File: config.mk
export PLATFORM = sky130hd
export DESIGN_NAME = mem_arbiter_flat
export DESIGN_NICKNAME = d
export VERILOG_FILES = /design/src/rtl/mem_arbiter_if.sv /design/src/rtl/mem_arbiter.sv /design/src/flat_wrapper.sv
export SDC_FILE = /design/constraint.sdc
export NUM_CORES = 1
export LEC_CHECK = 0
export ABC_CLOCK_PERIOD_IN_PS = 2700
export BUFFER_PORTS_ARGS = -buffer_cell sky130_fd_sc_hd__buf_4
export CAP_MARGIN = 5
export CORE_AREA = 2 2 116 118
export DETAILED_ROUTE_END_ITERATION = 16
export DIE_AREA = 0 0 118 120
export GPL_TIMING_DRIVEN = 0
export HOLD_SLACK_MARGIN = 0.08
export PLACE_DENSITY_LB_ADDON = 0.3
export SLEW_MARGIN = 5
export SYNTH_ARGS = -nofsm -noshare
export SYNTH_HDL_FRONTEND = slang
export SYNTH_SLANG_ARGS = --single-unit
File: constraint.sdc
create_clock -name clk50M -period 2.7 [get_ports clk50M]
set_input_delay 0.27 -clock clk50M [delete_from_list [all_inputs] [get_ports clk50M]]
set_output_delay 0.27 -clock clk50M [all_outputs]
set_load 0.005 [all_outputs]
File: src/rtl/mem_arbiter_if.sv
// Bus bundle between the two requesting masters, mem_arbiter and phy_mem_ctrl.
// slave: arbiter view. master: requester/memory-side view.
interface mem_arbiter_if #(
  parameter int ADDR_W = 32,
  parameter int DATA_W = 32
);
  logic              m0_req;
  logic [ADDR_W-1:0] m0_addr;
  logic              m0_is_write;
  logic [DATA_W-1:0] m0_wdata;
  logic [DATA_W-1:0] m0_rdata;
  logic              m0_ack;

  logic              m1_req;
  logic [ADDR_W-1:0] m1_addr;
  logic              m1_is_write;
  logic [DATA_W-1:0] m1_wdata;
  logic [DATA_W-1:0] m1_rdata;
  logic              m1_ack;

  logic              grant;
  logic              dev_req;
  logic [ADDR_W-1:0] dev_addr;
  logic              dev_is_write;
  logic [DATA_W-1:0] dev_data_out;
  logic [DATA_W-1:0] dev_data_in;
  logic              dev_busy;
  logic              err;

  modport slave (
    input  m0_req, m0_addr, m0_is_write, m0_wdata,
    output m0_rdata, m0_ack,
    input  m1_req, m1_addr, m1_is_write, m1_wdata,
    output m1_rdata, m1_ack,
    output grant, dev_req, dev_addr, dev_is_write, dev_data_out, err,
    input  dev_data_in, dev_busy
  );

  modport master (
    output m0_req, m0_addr, m0_is_write, m0_wdata,
    input  m0_rdata, m0_ack,
    output m1_req, m1_addr, m1_is_write, m1_wdata,
    input  m1_rdata, m1_ack,
    input  grant, dev_req, dev_addr, dev_is_write, dev_data_out, err,
    output dev_data_in, dev_busy
  );
endinterface

File: src/rtl/mem_arbiter.sv
// Two-master round-robin arbiter sequencing one access at a time onto phy_mem_ctrl.
// Define MEM_ARB_TIMEOUT_EN to abort accesses whose dev_busy outlasts TIMEOUT cycles (sets sticky err).
module mem_arbiter #(
  parameter int ADDR_W = 32,
  parameter int DATA_W = 32
`ifdef MEM_ARB_TIMEOUT_EN
  ,
  parameter int TIMEOUT = 1023
`endif
) (
  input  logic         clk50M,
  input  logic         rst,
  mem_arbiter_if.slave bus,
  output logic [1:0]   dbg_state
);

  // Handshake: m*_req is a level held (with addr/wdata) until the one-cycle m*_ack;
  // dev_req is a one-cycle start strobe, and dev_busy low from the second WAIT cycle on ends the access.
  typedef enum logic [1:0] {
    S_IDLE  = 2'd0,
    S_ISSUE = 2'd1,
    S_WAIT  = 2'd2,
    S_DONE  = 2'd3
  } state_t;

  state_t            state;
  logic              last;
  logic              first_wait;
  logic              sel;
  logic [ADDR_W-1:0] sel_addr;
  logic              sel_is_write;
  logic [DATA_W-1:0] sel_wdata;

`ifdef MEM_ARB_TIMEOUT_EN
  localparam logic [9:0]        TO_LAST    = 10'(TIMEOUT - 1);
  localparam logic [DATA_W-1:0] ABORT_DATA = DATA_W'(32'hDEADBEEF);
  logic [9:0] to_cnt;
  logic       err_q;
  assign bus.err = err_q;
`else
  assign bus.err = 1'b0;
`endif

  assign dbg_state = state;

  // Master 1 wins when it is alone, or on a tie when master 0 was served last.
  always_comb begin
    sel          = (bus.m0_req && bus.m1_req) ? ~last : bus.m1_req;
    sel_addr     = sel ? bus.m1_addr     : bus.m0_addr;
    sel_is_write = sel ? bus.m1_is_write : bus.m0_is_write;
    sel_wdata    = sel ? bus.m1_wdata    : bus.m0_wdata;
  end

  always_ff @(posedge clk50M or negedge rst) begin
    if (!rst) begin
      state            <= S_IDLE;
      last             <= 1'b1;
      first_wait       <= 1'b0;
      bus.grant        <= 1'b0;
      bus.dev_req      <= 1'b0;
      bus.dev_addr     <= '0;
      bus.dev_is_write <= 1'b0;
      bus.dev_data_out <= '0;
      bus.m0_rdata     <= '0;
      bus.m1_rdata     <= '0;
      bus.m0_ack       <= 1'b0;
      bus.m1_ack       <= 1'b0;
`ifdef MEM_ARB_TIMEOUT_EN
      to_cnt           <= '0;
      err_q            <= 1'b0;
`endif
    end else begin
      bus.dev_req <= 1'b0;
      bus.m0_ack  <= 1'b0;
      bus.m1_ack  <= 1'b0;
      case (state)
        S_IDLE: begin
          if (bus.m0_req || bus.m1_req) begin
            bus.grant        <= sel;
            bus.dev_addr     <= sel_addr;
            bus.dev_is_write <= sel_is_write;
            bus.dev_data_out <= sel_wdata;
            bus.dev_req      <= 1'b1;
            state            <= S_ISSUE;
          end
        end
        S_ISSUE: begin
          first_wait <= 1'b1;
`ifdef MEM_ARB_TIMEOUT_EN
          to_cnt     <= '0;
`endif
          state      <= S_WAIT;
        end
        S_WAIT: begin
          first_wait <= 1'b0;
          // The memory cannot raise busy before the second WAIT cycle.
          if (!first_wait && !bus.dev_busy) begin
            if (!bus.dev_is_write) begin
              if (bus.grant) bus.m1_rdata <= bus.dev_data_in;
              else           bus.m0_rdata <= bus.dev_data_in;
            end
            bus.m0_ack <= ~bus.grant;
            bus.m1_ack <= bus.grant;
            state      <= S_DONE;
          end
`ifdef MEM_ARB_TIMEOUT_EN
          else if (bus.dev_busy) begin
            if (to_cnt == TO_LAST) begin
              if (!bus.dev_is_write) begin
                if (bus.grant) bus.m1_rdata <= ABORT_DATA;
                else           bus.m0_rdata <= ABORT_DATA;
              end
              bus.m0_ack <= ~bus.grant;
              bus.m1_ack <= bus.grant;
              err_q      <= 1'b1;
              state      <= S_DONE;
            end else begin
              to_cnt <= to_cnt + 10'd1;
            end
          end
`endif
        end
        S_DONE: begin
          last  <= bus.grant;
          state <= S_IDLE;
        end
        default: state <= S_IDLE;
      endcase
    end
  end

endmodule

File: src/flat_wrapper.sv
// flat-port wrapper written by rule: the top's interface ports become plain ports
module mem_arbiter_flat 
#(
  parameter int ADDR_W = 32,
  parameter int DATA_W = 32

)
  (clk50M, rst, dbg_state, bus_m0_req, bus_m0_addr, bus_m0_is_write, bus_m0_wdata, bus_m0_rdata, bus_m0_ack, bus_m1_req, bus_m1_addr, bus_m1_is_write, bus_m1_wdata, bus_m1_rdata, bus_m1_ack, bus_grant, bus_dev_req, bus_dev_addr, bus_dev_is_write, bus_dev_data_out, bus_err, bus_dev_data_in, bus_dev_busy);
  mem_arbiter_if #(.ADDR_W(ADDR_W), .DATA_W(DATA_W)) bus_i ();
  input  logic clk50M;
  input  logic rst;
  output logic [1:0] dbg_state;
  input wire logic [$bits(bus_i.m0_req)-1:0] bus_m0_req;
  input wire logic [$bits(bus_i.m0_addr)-1:0] bus_m0_addr;
  input wire logic [$bits(bus_i.m0_is_write)-1:0] bus_m0_is_write;
  input wire logic [$bits(bus_i.m0_wdata)-1:0] bus_m0_wdata;
  output wire logic [$bits(bus_i.m0_rdata)-1:0] bus_m0_rdata;
  output wire logic [$bits(bus_i.m0_ack)-1:0] bus_m0_ack;
  input wire logic [$bits(bus_i.m1_req)-1:0] bus_m1_req;
  input wire logic [$bits(bus_i.m1_addr)-1:0] bus_m1_addr;
  input wire logic [$bits(bus_i.m1_is_write)-1:0] bus_m1_is_write;
  input wire logic [$bits(bus_i.m1_wdata)-1:0] bus_m1_wdata;
  output wire logic [$bits(bus_i.m1_rdata)-1:0] bus_m1_rdata;
  output wire logic [$bits(bus_i.m1_ack)-1:0] bus_m1_ack;
  output wire logic [$bits(bus_i.grant)-1:0] bus_grant;
  output wire logic [$bits(bus_i.dev_req)-1:0] bus_dev_req;
  output wire logic [$bits(bus_i.dev_addr)-1:0] bus_dev_addr;
  output wire logic [$bits(bus_i.dev_is_write)-1:0] bus_dev_is_write;
  output wire logic [$bits(bus_i.dev_data_out)-1:0] bus_dev_data_out;
  output wire logic [$bits(bus_i.err)-1:0] bus_err;
  input wire logic [$bits(bus_i.dev_data_in)-1:0] bus_dev_data_in;
  input wire logic [$bits(bus_i.dev_busy)-1:0] bus_dev_busy;
  assign bus_i.m0_req = bus_m0_req;
  assign bus_i.m0_addr = bus_m0_addr;
  assign bus_i.m0_is_write = bus_m0_is_write;
  assign bus_i.m0_wdata = bus_m0_wdata;
  assign bus_m0_rdata = bus_i.m0_rdata;
  assign bus_m0_ack = bus_i.m0_ack;
  assign bus_i.m1_req = bus_m1_req;
  assign bus_i.m1_addr = bus_m1_addr;
  assign bus_i.m1_is_write = bus_m1_is_write;
  assign bus_i.m1_wdata = bus_m1_wdata;
  assign bus_m1_rdata = bus_i.m1_rdata;
  assign bus_m1_ack = bus_i.m1_ack;
  assign bus_grant = bus_i.grant;
  assign bus_dev_req = bus_i.dev_req;
  assign bus_dev_addr = bus_i.dev_addr;
  assign bus_dev_is_write = bus_i.dev_is_write;
  assign bus_dev_data_out = bus_i.dev_data_out;
  assign bus_err = bus_i.err;
  assign bus_i.dev_data_in = bus_dev_data_in;
  assign bus_i.dev_busy = bus_dev_busy;
  mem_arbiter #(.ADDR_W(ADDR_W), .DATA_W(DATA_W)) u_core (.clk50M(clk50M), .rst(rst), .bus(bus_i), .dbg_state(dbg_state));
endmodule
==> summary.md <==
| Metric | Value |
|---|---|
| Antenna-violating nets left | `0` |
| Initial Utilization | `0.450` |
| Synth Area in XOR/XNOR | `0` |
| CP max-delay cell | `dfrtp_1` |
| Relative slew slack | `0.632` |
| R2R depth | `8` |
| Synth Area in Compound Gates | `0.120` |
| Rows | `42` |
| Wire per inst | `17.3 µm` |
| I/O Pins | `303` |
| HP Start | `bus_m0_addr[7]` |
| Total number of vias | `between 5000 and 6000` |
| R2r endpoint | `u_core.bus.dev_addr[5]` |
| Fillers | `957` |
| Status | `complete, no violations` |
| Ys async rst share | `1.00` |
| Die X | `118 µm` |
| Mean post-synth cell area | `11.2 µm²` |
| Synthesized instance count | `522` |
| Worst Hold Slack | `93.7 ps` |
| Global-route wire length before repair | `28100 µm` |
| Ant. Diodes | `0` |
| Worst Path Required | `3030 ps` |
| CTS max path bufs | `2` |
| Post-Synthesis Cell Area | `roughly 5800 µm²` |
| Core Area | `13000 µm²` |
| Critical R2R Launch | `u_core.dbg_state[0]` |
| RSZ-0062 raised after global routing | `false` |
| Final min period | `1840 ps` |
| CTS tree | `yes` |
| PortBufs | `301` |
| Detailed placement HPWL | `between 10000 and 15000 µm` |
| Pin count of the biggest net entering global routing | `81` |
| Multiplexer share of the synthesized area | `0.148` |
| Sink Count | `between 100 and 150` |
| Slew Limit Fails | `0` |
| Worst path depth | `8` |
| Net Count, Synth | `693` |
| Chip Height | `120 µm` |
| DR pass1 iterations | `4` |
| Max Clk Rate | `543 MHz` |
| Startpoint types | `flip-flop` |
| Arrival time worst endpoint | `between 2000 and 2500 ps` |
| Post-CTS resize count | `0` |
| Slew @ Worst Pin | `about 550 ps` |
| Post-synthesis adder-cell area fraction | `0.00856` |
| DRC Markers | `0` |
| Crit path cell chain | `inv_1 > ha_1 > o21ai_1 > inv_1 > buf_2 > buf_2 > nor2_1 > a21oi_1` |
| GP Congestion | `0.883` |
| R2R Setup Slk | `860 ps` |
| Synthesis Warnings | `0` |
| Hold worst-path end | `u_core.bus.dev_addr[7]` |
| WS Path Type | `flip-flop to flip-flop` |
| Seq/Total Area, Yosys | `0.587` |
| Clk Latency, worst-skew pair | `410 ps` |
| Area growth syn-to-layout | `55.3%` |
| FF+latch count, synth | `137` |
| Root Buffer | `clkbuf_16` |
| Family with the most delay on the worst path | `buffers and inverters` |
| Final nets | `1019` |
| Hold depth | `3` |
| Detailed Route WL | `18000 µm` |
| Final hold violations | `0` |
| Max FO, Critical Path | `10` |
| Max H-tree Level | `4` |
| Largest family of logic cells by synthesized area | `multiplexers` |
| Worst Setup End Kind | `flip-flop` |
| Buf/Inv on CP | `4` |
| Period utilization | `0.682` |
| Final setup skew | `between 5 and 6 ps` |
| Lkg Pwr | `0.00463 µW` |
| DR iter-0 viols | `roughly 250` |
| Vias in the first global route | `5436` |
| Power Dens Cells | `roughly 1100 nW/µm²` |
| Total congestion overflow | `0` |
| Worst min-delay path category | `primary input to flip-flop` |
| Die area | `14200 µm²` |
| Average via count per standard cell | `just over 5` |
| Area of the multi-input gates | `2160 µm²` |
| Post-Synth Simple-Gate Area | `0.0924` |
| Critical path's largest stage delay | `410 ps` |
| Post-synth EDFFs | `0` |
| Distinct cells, synth | `29` |
| Register area | `3430 µm²` |
| Setup Viol. Count Final | `0` |
| Antenna violations before repair | `0` |
| Max-cap violation count | `0` |
| Clock Pin Slew Worst Setup and Hold Paths | `60 ps` |
| GR Util All Layers | `0.257` |
| CTS buffer count | `17` |
| Prevailing post-synth register cell | `dfrtp_1` |
| Origin of the worst setup path | `u_core.dbg_state[0]` |
| Final setup TNS | `0 ps` |
| Layout cells sized above 1 | `0.501` |
| Max IR drop VDD | `just under 0.0006 V` |
[worst reg2reg max path, delay by kind of cell, from the launching register on]
| kind | cells | cell delay [ps] |
|---|---|---|
| compound gates | 2 | 300 |
| simple gates | 1 | 90 |
| flops | 1 | 410 |
| fa+ha+maj | 1 | 240 |
| buf+inv | 4 | 720 |
[flip-flops by register name (all words and copies together), names as in the netlist, 2 cells and up]
signal and cells:
u_core.bus.m0_rdata 32, u_core.bus.dev_data_out 32, u_core.bus.m1_rdata 32, u_core.bus.dev_addr 32, u_core.dbg_state 2
[synthesized netlist by cell type, types with 2 or more instances]
cell | count | share of area
buf_4 | 2 | 0.0026
mux2_4 | 30 | 0.077
dfrtp_1 | 136 | 0.58
clkbuf_1 | 6 | 0.0039
buf_12 | 2 | 0.0068
nand2_1 | 65 | 0.042
nor2_1 | 66 | 0.042
buf_6 | 4 | 0.0077
buf_1 | 3 | 0.0019
ha_1 | 4 | 0.0086
a21oi_1 | 131 | 0.11
inv_1 | 4 | 0.0026
buf_2 | 18 | 0.015
mux2_2 | 36 | 0.069
[layer usage]
layer / track usage / part of all wire
met2: 0.438 / 0.50
met4: 0.107 / 0.030
met1: 0.293 / 0.38
met5: 0 / 0
met3: 0.0941 / 0.088
[what timing repair did]
item | in CTS | in global routing
setup endpoints to repair | 0 | 0
setup buffers | 0 | 0
hold buffers | 5 | 0
endpoints found under the hold margin | 61 | 0
[cell type report]
type | instances | area share
Tap cell | 176 | 0.0242
Timing Repair Buffer | 307 | 0.258
Inverter | 4 | 0.00165
Multi-Input combinational cell | 345 | 0.238
Sequential cell | 137 | 0.378
Clock buffer | 19 | 0.0499
Buffer | 36 | 0.0263
Clock inverter | 12 | 0.0242
[cells in the final DEF, fill, tap and decap left out, types with 2 or more instances in the layout]
cell	n
inv_1	4
clkinv_2	3
a21oi_1	131
bufinv_16	6
buf_2	18
ha_1	4
buf_12	2
nor2_1	66
dfrtp_1	136
mux2_2	36
clkbuf_8	2
buf_4	302
clkbuf_16	17
buf_6	5
dlygate4sd3_1	5
nand2_1	65
mux2_4	30
clkbuf_1	6
buf_1	3
[through the flow]
step,util,worst slack [ps],total power (µW),instances,area (µm²)
detailed placement,0.644,913,7460,1000,8360
global placement,0.642,866,7270,999,8330
floorplan,-,1140,5250,522,5850
finish,0.700,859,10100,1036,9080
CTS,0.700,881,10200,1036,9080
global route,0.700,723,10700,1036,9080
[report_power, final]
part           internal, µW  switching [µW]  leakage (µW)  total, µW
Combinational          2200            1660       0.00263       3860
Clock                  1780             887      0.000329       2660
Sequential             3010             572       0.00167       3580
Total                  6980            3120       0.00463      10100
[cells by family (layout without fill, tap and decap cells)]
kind of cell | count (synthesis) | after routing
simple gates | 136 | 136
fa+ha+maj | 4 | 4
other cells | 1 | 1
mux | 67 | 67
flops | 137 | 137
buf+inv | 40 | 378
compound gates | 137 | 137
[worst max path at each step]
stage | end | slack, ps
3_5_place_dp | u_core.bus.dev_addr[27] | 910
3_3_place_gp | u_core.bus.dev_addr[16] | 870
5_1_grt | u_core.bus.dev_addr[21] | 720
4_1_cts | u_core.bus.dev_addr[5] | 880
2_1_floorplan | u_core.bus.m1_rdata[10] | 1140
6_report | u_core.bus.dev_addr[5] | 860
Power figures use the tool's default switching activity.
